--- src/rtl/brush_ctrl.sv ---
// Square brush stamp / full-canvas clear sequencer.
// Emits one pixel-store write per cycle and a one-cycle done pulse.
module brush_ctrl #(
  parameter int CANVAS = 200,
  parameter int MAXR   = 3
) (
  input  logic       clk,
  input  logic       reset_n,
  input  logic       stampReq,
  input  logic       clearReq,
  input  logic [7:0] cx,
  input  logic [7:0] cy,
  input  logic [1:0] radius,
  input  logic [2:0] color,
  output logic       brush,
  output logic [7:0] wx,
  output logic [7:0] wy,
  output logic [2:0] newColor,
  output logic       busy,
  output logic       done
);

  typedef enum logic [1:0] {
    IDLE,
    STAMP,
    CLEAR,
    DONE
  } state_e;

  localparam logic [1:0] RMAX =
    (MAXR > 3) ? 2'd3 : 2'(MAXR);
  localparam logic signed [9:0] CMAX =
    10'(CANVAS);
  localparam logic [7:0] LAST = 8'(CANVAS - 1);

  state_e     state_q;
  logic [7:0] cx_q, cy_q;
  logic [1:0] r_q;
  logic [2:0] col_q;
  logic [2:0] ox_q, oy_q;

  logic [1:0] r_in;
  logic [7:0] bcx, bcy;
  logic [1:0] br;
  logic [2:0] span;
  logic [2:0] ox_d, oy_d;
  logic       last_pt;
  logic signed [9:0] px, py;
  logic       inb;

  assign r_in = (radius > RMAX) ? RMAX : radius;
  assign busy = (state_q != IDLE);

  // Next scan point: first point when idle, else advance offsets.
  always_comb begin
    bcx  = cx_q;
    bcy  = cy_q;
    br   = r_q;
    ox_d = 3'd0;
    oy_d = 3'd0;
    if (state_q == IDLE) begin
      bcx = cx;
      bcy = cy;
      br  = r_in;
    end
    span = {br, 1'b0};
    if (state_q != IDLE) begin
      if (ox_q == span) begin
        oy_d = oy_q + 3'd1;
      end else begin
        ox_d = ox_q + 3'd1;
        oy_d = oy_q;
      end
    end
    last_pt = (ox_q == span) && (oy_q == span);
    px = $signed({2'b00, bcx})
       - $signed({8'b0, br})
       + $signed({7'b0, ox_d});
    py = $signed({2'b00, bcy})
       - $signed({8'b0, br})
       + $signed({7'b0, oy_d});
    inb = !px[9] && !py[9]
       && (px < CMAX) && (py < CMAX);
  end

  always_ff @(posedge clk or negedge reset_n) begin
    if (!reset_n) begin
      state_q  <= IDLE;
      cx_q     <= 8'd0;
      cy_q     <= 8'd0;
      r_q      <= 2'd0;
      col_q    <= 3'd0;
      ox_q     <= 3'd0;
      oy_q     <= 3'd0;
      brush    <= 1'b0;
      wx       <= 8'd0;
      wy       <= 8'd0;
      newColor <= 3'd0;
      done     <= 1'b0;
    end else begin
      brush <= 1'b0;
      done  <= 1'b0;
      unique case (state_q)
        IDLE: begin
          if (clearReq) begin
            state_q  <= CLEAR;
            col_q    <= color;
            brush    <= 1'b1;
            wx       <= 8'd0;
            wy       <= 8'd0;
            newColor <= color;
          end else if (stampReq) begin
            state_q <= STAMP;
            cx_q    <= cx;
            cy_q    <= cy;
            r_q     <= r_in;
            col_q   <= color;
            ox_q    <= 3'd0;
            oy_q    <= 3'd0;
            if (inb) begin
              brush    <= 1'b1;
              wx       <= px[7:0];
              wy       <= py[7:0];
              newColor <= color;
            end
          end
        end
        STAMP: begin
          if (last_pt) begin
            state_q <= DONE;
            done    <= 1'b1;
          end else begin
            ox_q <= ox_d;
            oy_q <= oy_d;
            if (inb) begin
              brush    <= 1'b1;
              wx       <= px[7:0];
              wy       <= py[7:0];
              newColor <= col_q;
            end
          end
        end
        CLEAR: begin
          if (wx == LAST && wy == LAST) begin
            state_q <= DONE;
            done    <= 1'b1;
          end else begin
            brush <= 1'b1;
            if (wx == LAST) begin
              wx <= 8'd0;
              wy <= wy + 8'd1;
            end else begin
              wx <= wx + 8'd1;
            end
          end
        end
        DONE: state_q <= IDLE;
        default: state_q <= IDLE;
      endcase
    end
  end

endmodule
--- config.mk ---
export PLATFORM = sky130hd
export DESIGN_NAME = brush_ctrl
export DESIGN_NICKNAME = d
export VERILOG_FILES = /design/src/rtl/brush_ctrl.sv
export SDC_FILE = /design/constraint.sdc
export NUM_CORES = 1
export LEC_CHECK = 0
export ABC_AREA = 1
export BUFFER_PORTS_ARGS = -buffer_cell sky130_fd_sc_hd__buf_2
export CORE_ASPECT_RATIO = 0.6
export CORE_UTILIZATION = 60
export CTS_CLUSTER_SIZE = 20
export DETAILED_ROUTE_END_ITERATION = 7
export GPL_ROUTABILITY_DRIVEN = 0
export GPL_TIMING_DRIVEN = 0
export PLACE_DENSITY = 0.92
export SYNTH_ARGS = -nofsm -noshare
export SYNTH_HDL_FRONTEND = slang
export SYNTH_SLANG_ARGS = --single-unit
--- constraint.sdc ---
create_clock -name clk -period 4.85 [get_ports clk]
set_input_delay 1.2125 -clock clk [delete_from_list [all_inputs] [get_ports clk]]
set_output_delay 1.2125 -clock clk [all_outputs]
set_load 0.005 [all_outputs]
==> impl.org, run 1 <==
** Clock tree
- TritonCTS Buffers :: 5
- The longest clock path from root to sink contains 2 buffers.
- Clock tree synthesis found a total of 50 sinks.
- TritonCTS built the clock tree.
- Insertion delay to the later sink of the worst-skew pair :: 0.31 ns
- Clock-pin slew was measured on the worst setup and hold paths at approximately 0.07 ns.
- In this run the number of H-tree levels came out at 2.
- The tree is rooted in a clkbuf_16.
- Hold-fix buffer count after cts :: 0

** Timing
- Final count of negative-setup-slack endpoints :: 0
- Final worst path period need :: 4.69 ns
- Dividing the final minimum period by the clock period gives 96.6%.
- On the final layout, the worst clock skew is 0.00776 ns.
- Hold slack final :: between 0.4 and 0.5 ns
- Fin. max-slew vios :: 0
- Slew of the pin with the lowest slew margin :: 1.17 ns
- Hold Vio Cnt, Final :: 0
- Maximum frequency from static timing analysis :: ~210 MHz
- Worst slew margin relative to its limit :: 22.0%
- Setup slack closes at 0.164 ns.

** Yosys
- A synthesized cell averages 6.49 um^2.
- Summed over all instances, the cell type with the most area after synthesis is dfrtp_1.
- Summing the sequential cell areas from Yosys gives 29.2% of the chip area.
- Combined area of all synthesized cells :: between 4000 and 5000 um^2
- The cell count after synthesis came out at 661.
- In this run, synthesis produced a sequential element count of 50.
- Number of enable-type register cells in the synthesized netlist :: 0
- Of all flip-flops after synthesis, the portion carrying an async set or reset was 100%.
- Yosys mapped the design onto 36 distinct sky130hd cell types.
- Syn_nets :: 709
- For this run, the leading register cell type out of synthesis is dfrtp_1.
- Synth area leaders :: dfrtp_1 29%, nand2_1 19%, inv_1 9.1%, nand3_1 5.7%, ha_1 5.5%
- Ys Warns :: 0
- Share of the synthesized area in the top cell type :: 29.2%

** Die
- During I/O placement, the number of pins put on the boundary was 47.
- The total area inside the core boundary comes to 6790 um^2.
- Site row count :: 23
- From left edge to right edge, the die measures 111 um.
- For this configuration, the core starts out at a cell density of 63.2%.
- Vertical extent of the die :: 67.5 um
- The die covers approximately 7500 um^2.

** Layout
- Summing all non-filler instances in the final layout gives an area of 4910 um^2.
- Layout net count :: 768
- Area Overhead vs Synth :: 14.5%
- Leaving out fill and tap cells, the most frequent cell in the layout is nand2_1.
- The multi-input combinational cells in the finished layout cover a total of 2560 um^2.
- FILL cells :: ~540
- Proportion of layout cells with a drive suffix above 1 :: 16.4%
- Summing all flip-flop and latch instances after layout gives 1250 um^2.
- Commonest cells after routing, fill and taps aside :: 213 x nand2_1, 103 x inv_1, 50 x dfrtp_1
- The number of antenna diodes in the final layout is 0.

** Critical path
- STA classifies the critical path startpoint as a flip-flop.
- Cell mode on critical path :: nand2_1
- Cell depth of the worst flop-to-flop path :: 25
- Type of the worst setup path :: reg2reg
- In this run the register-to-register setup slack is 0.16 ns.
- At the worst endpoint, the arrival time is 4.87 ns.
- In this design, the stage delay of the slowest critical-path cell is 0.41 ns.
- Start of the worst register-to-register path :: state_q[0]
- Required time worst endpoint :: 5.04 ns
- Nature of the critical path endpoint :: flip-flop
- The worst register-to-register path ends at wx[7].
- Along the worst path, the maximum fanout reaches 10.
- Crit path max-delay cell type :: fa_2

** Route
- The first detailed-routing pass ran for 8 iterations.
- Total Routed Length :: 11600 um
- WL per Instance :: ~14 um
- Via count :: roughly 4.6k
- Antenna-violating nets left :: 0
- Routed via count divided by cell count :: ~5.7
- DRC violation count after routing :: 2
- Number of design-rule violations left by the first detailed-router iteration :: ~500

** GRT
- Antenna violations before repair :: 0
- For this run, the total global-route usage over all layers was measured as 32.3%.
- The first global-routing pass estimated 18900 um of wire.
- The number of global-route vias before repair is between 4k and 5k.
- Global routing finished with a remaining overflow of 0.
- Entering global routing, the biggest net connects 51 pins.

** Placement
- Post-placement cell area :: 4630 um^2
- Final HPWL DP :: between 8000 and 9000 um
- In this run the tool buffered the top-level ports with between 40 and 50 buffer cells.
- Worst setup slack after placement :: 0.0159 ns

** Worst hold path
- Along the worst hold path, the cell count comes to 2.
- The path with the worst hold slack has its endpoint at newColor[0].
- Startpoint of the tightest hold check path :: newColor[0]
- The tightest min-delay check is of the reg2reg type.

** Outcome
- The run finished, with violations left.
- The final reports fail on design-rule violations.

** Job
- Across the run, the number of max-cap violations was 0.
[routing by layer]
metal  vias to the layer above  share of wire (%)  GRT usage [%]
li1                       2207                  -              -
met1                      2087                 45           42.9
met2                       237                 43           51.4
met3                        37                 10           7.72
met4                         0                2.7           13.9
met5                         -                  0              0
[layout make-up]
| class | instances | area share [%] |
|---|---|---|
| repair buffers | 52 | 5.60 |
| flip-flops and latches | 50 | 25.5 |
| clock inverters | 2 | 1.22 |
| multi-input cells | 487 | 52.2 |
| inverters | 108 | 8.30 |
| plain buffers | 16 | 2.22 |
| clock buffers | 6 | 2.83 |
| well taps | 87 | 2.22 |
[logic make-up (layout without fill, tap and decap cells)]
group / after synthesis / count (layout) / synth area share, %
muxes: 5 / 5 / 1.31
xor gates and xnor gates: 10 / 10 / 2.04
AOI/OAI and AO/OA: 95 / 95 / 11.9
DFF: 50 / 50 / 29.2
and+or+nand+nor: 354 / 354 / 36.3
adders and majority gates: 23 / 23 / 7.41
buffers and inverters: 124 / 184 / 12.0
[flip-flops by register name, indices dropped and copies added, names as in the netlist]
signal,cells
brush,1
col_q,3
cx_q,8
cy_q,8
done,1
newColor,3
ox_q,3
oy_q,3
r_q,2
state_q,2
wx,8
wy,8
[critical path: cells and delay by family, from the launching register on]
kind,cells,cell delay (ns)
and+or+nand+nor,12,1.36
buffers and inverters,5,0.97
DFF,1,0.40
xor gates and xnor gates,1,0.21
adders and majority gates,4,1.20
AOI/OAI and AO/OA,3,0.41
[Yosys cell counts (2+ instances only)]
cell and n:
dfrtp_1 50, buf_2 3, clkbuf_1 6, inv_2 3, nand2_2 12, o21ai_2 3, a31oi_1 3, nor2_1 45
nand3b_1 2, fa_1 4, xor2_1 9, nor4_1 2, nand2_4 2, nor3_1 6, o21ai_0 41, a21oi_1 32
nor2_2 6, inv_1 104, nand2_1 213, nand4_1 8, o211ai_1 6, o21ai_1 9, mux2_2 5, nor2_4 5
buf_6 5, nand3_1 49, ha_1 19
[metrics by stage]
step / TNS, ns / utilization (%) / cells
floorplan: 0 / - / 661
global placement: 0 / 68.2 / 794
detailed placement: 0 / 68.2 / 794
CTS: 0 / 71.1 / 802
global route: -0.356 / 72.3 / 808
finish: 0 / 72.3 / 808
[what timing repair did]
item / 4_1_cts / 5_1_grt
gates resized for setup: 0 / 12
buffers inserted: 0 / 6
setup endpoints to repair: 0 / 19
[worst max path at each step]
stage,from,end,depth (start not counted)
after global placement,radius[0],wx[5],23
final,state_q[0],wx[7],25
after detailed placement,radius[0],wx[7],25
after CTS,state_q[0],wx[7],26
after floorplan,radius[1],wy[7],26
after global routing,state_q[0],wy[6],34
Power of run 1 is left out: the tool's default activity adds up to more than one toggle a clock period on the data nets, which glitch-free logic cannot reach.
==> inputs of run 2 (changes only) <==
==> constraint.sdc (replaced) <==
create_clock -name clk -period 5.4 [get_ports clk]
set_input_delay 1.35 -clock clk [delete_from_list [all_inputs] [get_ports clk]]
set_output_delay 1.35 -clock clk [all_outputs]
set_load 0.005 [all_outputs]
==> run 2 against run 1 <==
Against the previous run:
- first-iteration DRC count is 5.5% lower
- the run still ends with design-rule violations left
- final area is 1.7% lower
- highest routed layer unchanged
- die area stayed put
- maximum frequency is 4.9% lower
- critical endpoint unchanged
==> impl.org, run 2 (synthesized netlist as in run 1, its figures left out) <==
** Critical path
- The setup path with the least slack is of type reg2reg.
- Crit path max-delay cell type :: fa_1
- The largest fanout on the critical path is 10 (unchanged).
- CP startpoint kind :: flip-flop
- The data arrival time of the critical path is 5.15 ns (+0.28 ns).
- Endpoint of the lowest-slack register-to-register path :: wx[7]
- The longest individual stage delay on the worst path is 0.46 ns (+0.05 ns).
- Nature of the critical path endpoint :: flip-flop
- Cell mode on critical path :: nand2_1
- Cell depth of the worst flop-to-flop path :: 25 (unchanged)
- Start of the worst register-to-register path :: state_q[0]
- Reg-to-reg setup timing slack :: 0.47 ns (+0.31 ns)
- Required time worst endpoint :: 5.62 ns (+0.58 ns)

** Layout
- The number of diodes is 0 (unchanged).
- Commonest cells after routing, fill and taps aside :: 213 x nand2_1, 104 x inv_1, 50 x dfrtp_1
- Compared with the post-synthesis result, the final layout area differs by 12.5%.
- The share of final-layout standard cells stronger than drive strength 1 was 14.5% (-1.8 points).
- FILL cells :: 547 (+1.5%)
- Area taken by flip-flops and latches :: 1250 um^2 (unchanged)
- The multi-input combinational cell area is 2530 um^2 (-1.4%).
- Commonest non-fill, non-tap cell in the layout :: nand2_1
- Layout net count :: 762 (-0.78%)

** Clock tree
- Post-CTS setup buffer count :: 0 (unchanged)
- Clock Sink Count :: 50 (unchanged)
- TritonCTS clock tree :: yes
- The clock insertion delay at the later pin of the skew report came to 0.30 ns (about the same).
- TritonCTS Buffers :: 5 (unchanged)
- The number of gates resized after cts was 0 (unchanged).
- The clock transition time at the flip-flop clock pins of the worst setup and hold paths was 0.07 ns (about the same).
- Hold-fix buffer count after cts :: 0 (unchanged)
- The cell sitting at the root of the clock tree is a clkbuf_16.
- The buffer depth of the longest clock path is 2 (unchanged).
- Maximum level of the CTS H-tree :: 2 (unchanged)

** Worst hold path
- In this run the worst hold path is classified as reg2reg.
- Hold path depth :: 2 (unchanged)
- In this run the most critical hold path is launched from newColor[0].
- Hold EP :: newColor[0]

** Timing
- The highest clock rate was 203 MHz (-4.9%).
- Final count of negative-setup-slack endpoints :: 0 (unchanged)
- Slew of the pin with the lowest slew margin :: 1.17 ns (-0.00368 ns)
- The setup total negative slack was 0 ns (unchanged).
- The final max-slew violation count came to 0 (unchanged).
- The share of the clock period used by the worst path after layout came to 91.2% (-5.4 points).
- The final count of hold timing violations came to 0 (unchanged).
- The post-route clock skew is 0.00780 ns (+0.0000394 ns).
- Setup repair after global routing missed its margin :: no
- The shortest clock period the worst path allows after layout came to 4.93 ns (+0.241 ns).
- The relative slew slack came to 22.2% (+0.25 points).

** GRT
- Global-route wire length before repair :: 18900 um (unchanged)
- The largest net degree at the start of global routing is 51 (unchanged).
- The number of global-route vias before repair came to 4121 (unchanged).
- Antenna violations before repair :: 0 (unchanged)
- The residual overflow from global routing came to 0 (unchanged).
- Total routing resource utilization after global routing :: 32.3% (unchanged)

** Placement
- Port Buf Inserts :: 46 (unchanged)
- The post-detailed-placement half-perimeter wirelength was 8800 um (unchanged).

** Die
- Vertical extent of the die :: 67.5 um (unchanged)
- The floorplan row count came to 23 (unchanged).
- Boundary pin count :: 47 (unchanged)
- Floorplan die width :: 111 um (unchanged)
- The initial core utilization is 63.2% (unchanged).
- Core region area :: 6790 um^2 (unchanged)
- Floorplan die area :: 7510 um^2 (unchanged)

** Route
- The number of routed nets with antenna violations came to 0 (unchanged).
- Total Routed Length :: 11500 um (-0.99%)
- The number of design rule violations left after detail routing was 2 (unchanged).
- The average wire length per cell after detail routing came to 14.3 um (-0.25%).
- The via density per instance came to 5.72 (+1.2%).
- The number of search-and-repair iterations in the first detailed-routing pass was 7 (-1).
- Number of design-rule violations left by the first detailed-router iteration :: 483 (-5.5%)
- Via count :: 4589 (+0.46%)

** Job
- The count of maximum capacitance violations came to 0 (unchanged).

** Outcome
- Failing checks :: design-rule violations
- Outcome :: finished, violations left
## run 2: changes by cell type in the layout (fill, tap and decap cells not counted), sizes merged
cell	previous run	this run
clkbuf	13	12
buf	61	56
## run 2: routing by layer
| layer | part of all wire [%] | vias to the layer above | track usage, % |
|---|---|---|---|
| li1 | - | 2189 | - |
| met4 | 3.2 | 0 | 13.9 |
| met1 | 45 | 2092 | 42.9 |
| met5 | 0 | - | 0 |
| met2 | 42 | 260 | 51.4 |
| met3 | 9.9 | 48 | 7.72 |
## run 2: final cells by class
type                    instances  share of cell area, %
clock buffers                   6                   2.88
clock inverters                 2                   1.24
inverters                     108                   8.45
plain buffers                  16                   2.18
flip-flops and latches         50                   25.9
well taps                      87                   2.25
multi-input cells             487                   52.3
repair buffers                 46                   4.77
## run 2: through the flow
stage	std cells	cell area (um^2)	setup WS, ns	utilization (%)	hold WS (ns)
floorplan	661	4290	1.18	-	0.448
global placement	794	4630	0.603	68.2	0.458
detailed placement	794	4630	0.428	68.2	0.472
CTS	802	4830	0.591	71.1	0.497
global route	802	4830	0.200	71.1	0.516
finish	802	4830	0.473	71.1	0.491
## run 2: critical path: cells and delay by family, from the launching register on
family	cells	cell delay, ns
AND/OR/NAND/NOR	12	1.37
adder cells (fa/ha/maj)	4	1.22
buffers and inverters	5	1.07
AO/OA/AOI/OAI	3	0.46
flip-flops	1	0.40
XOR/XNOR	1	0.29
## run 2: worst max path at each step
stage / startpoint / to / slack (ns) / cells after the start
after floorplan: radius[1] / wy[7] / 1.18 / 26
after global placement: radius[0] / wx[5] / 0.60 / 23
after detailed placement: radius[0] / wx[7] / 0.43 / 25
after CTS: state_q[0] / wx[7] / 0.59 / 26
after global routing: state_q[0] / wx[6] / 0.20 / 31
final: state_q[0] / wx[7] / 0.47 / 25
Power of run 2 is left out for the same reason.
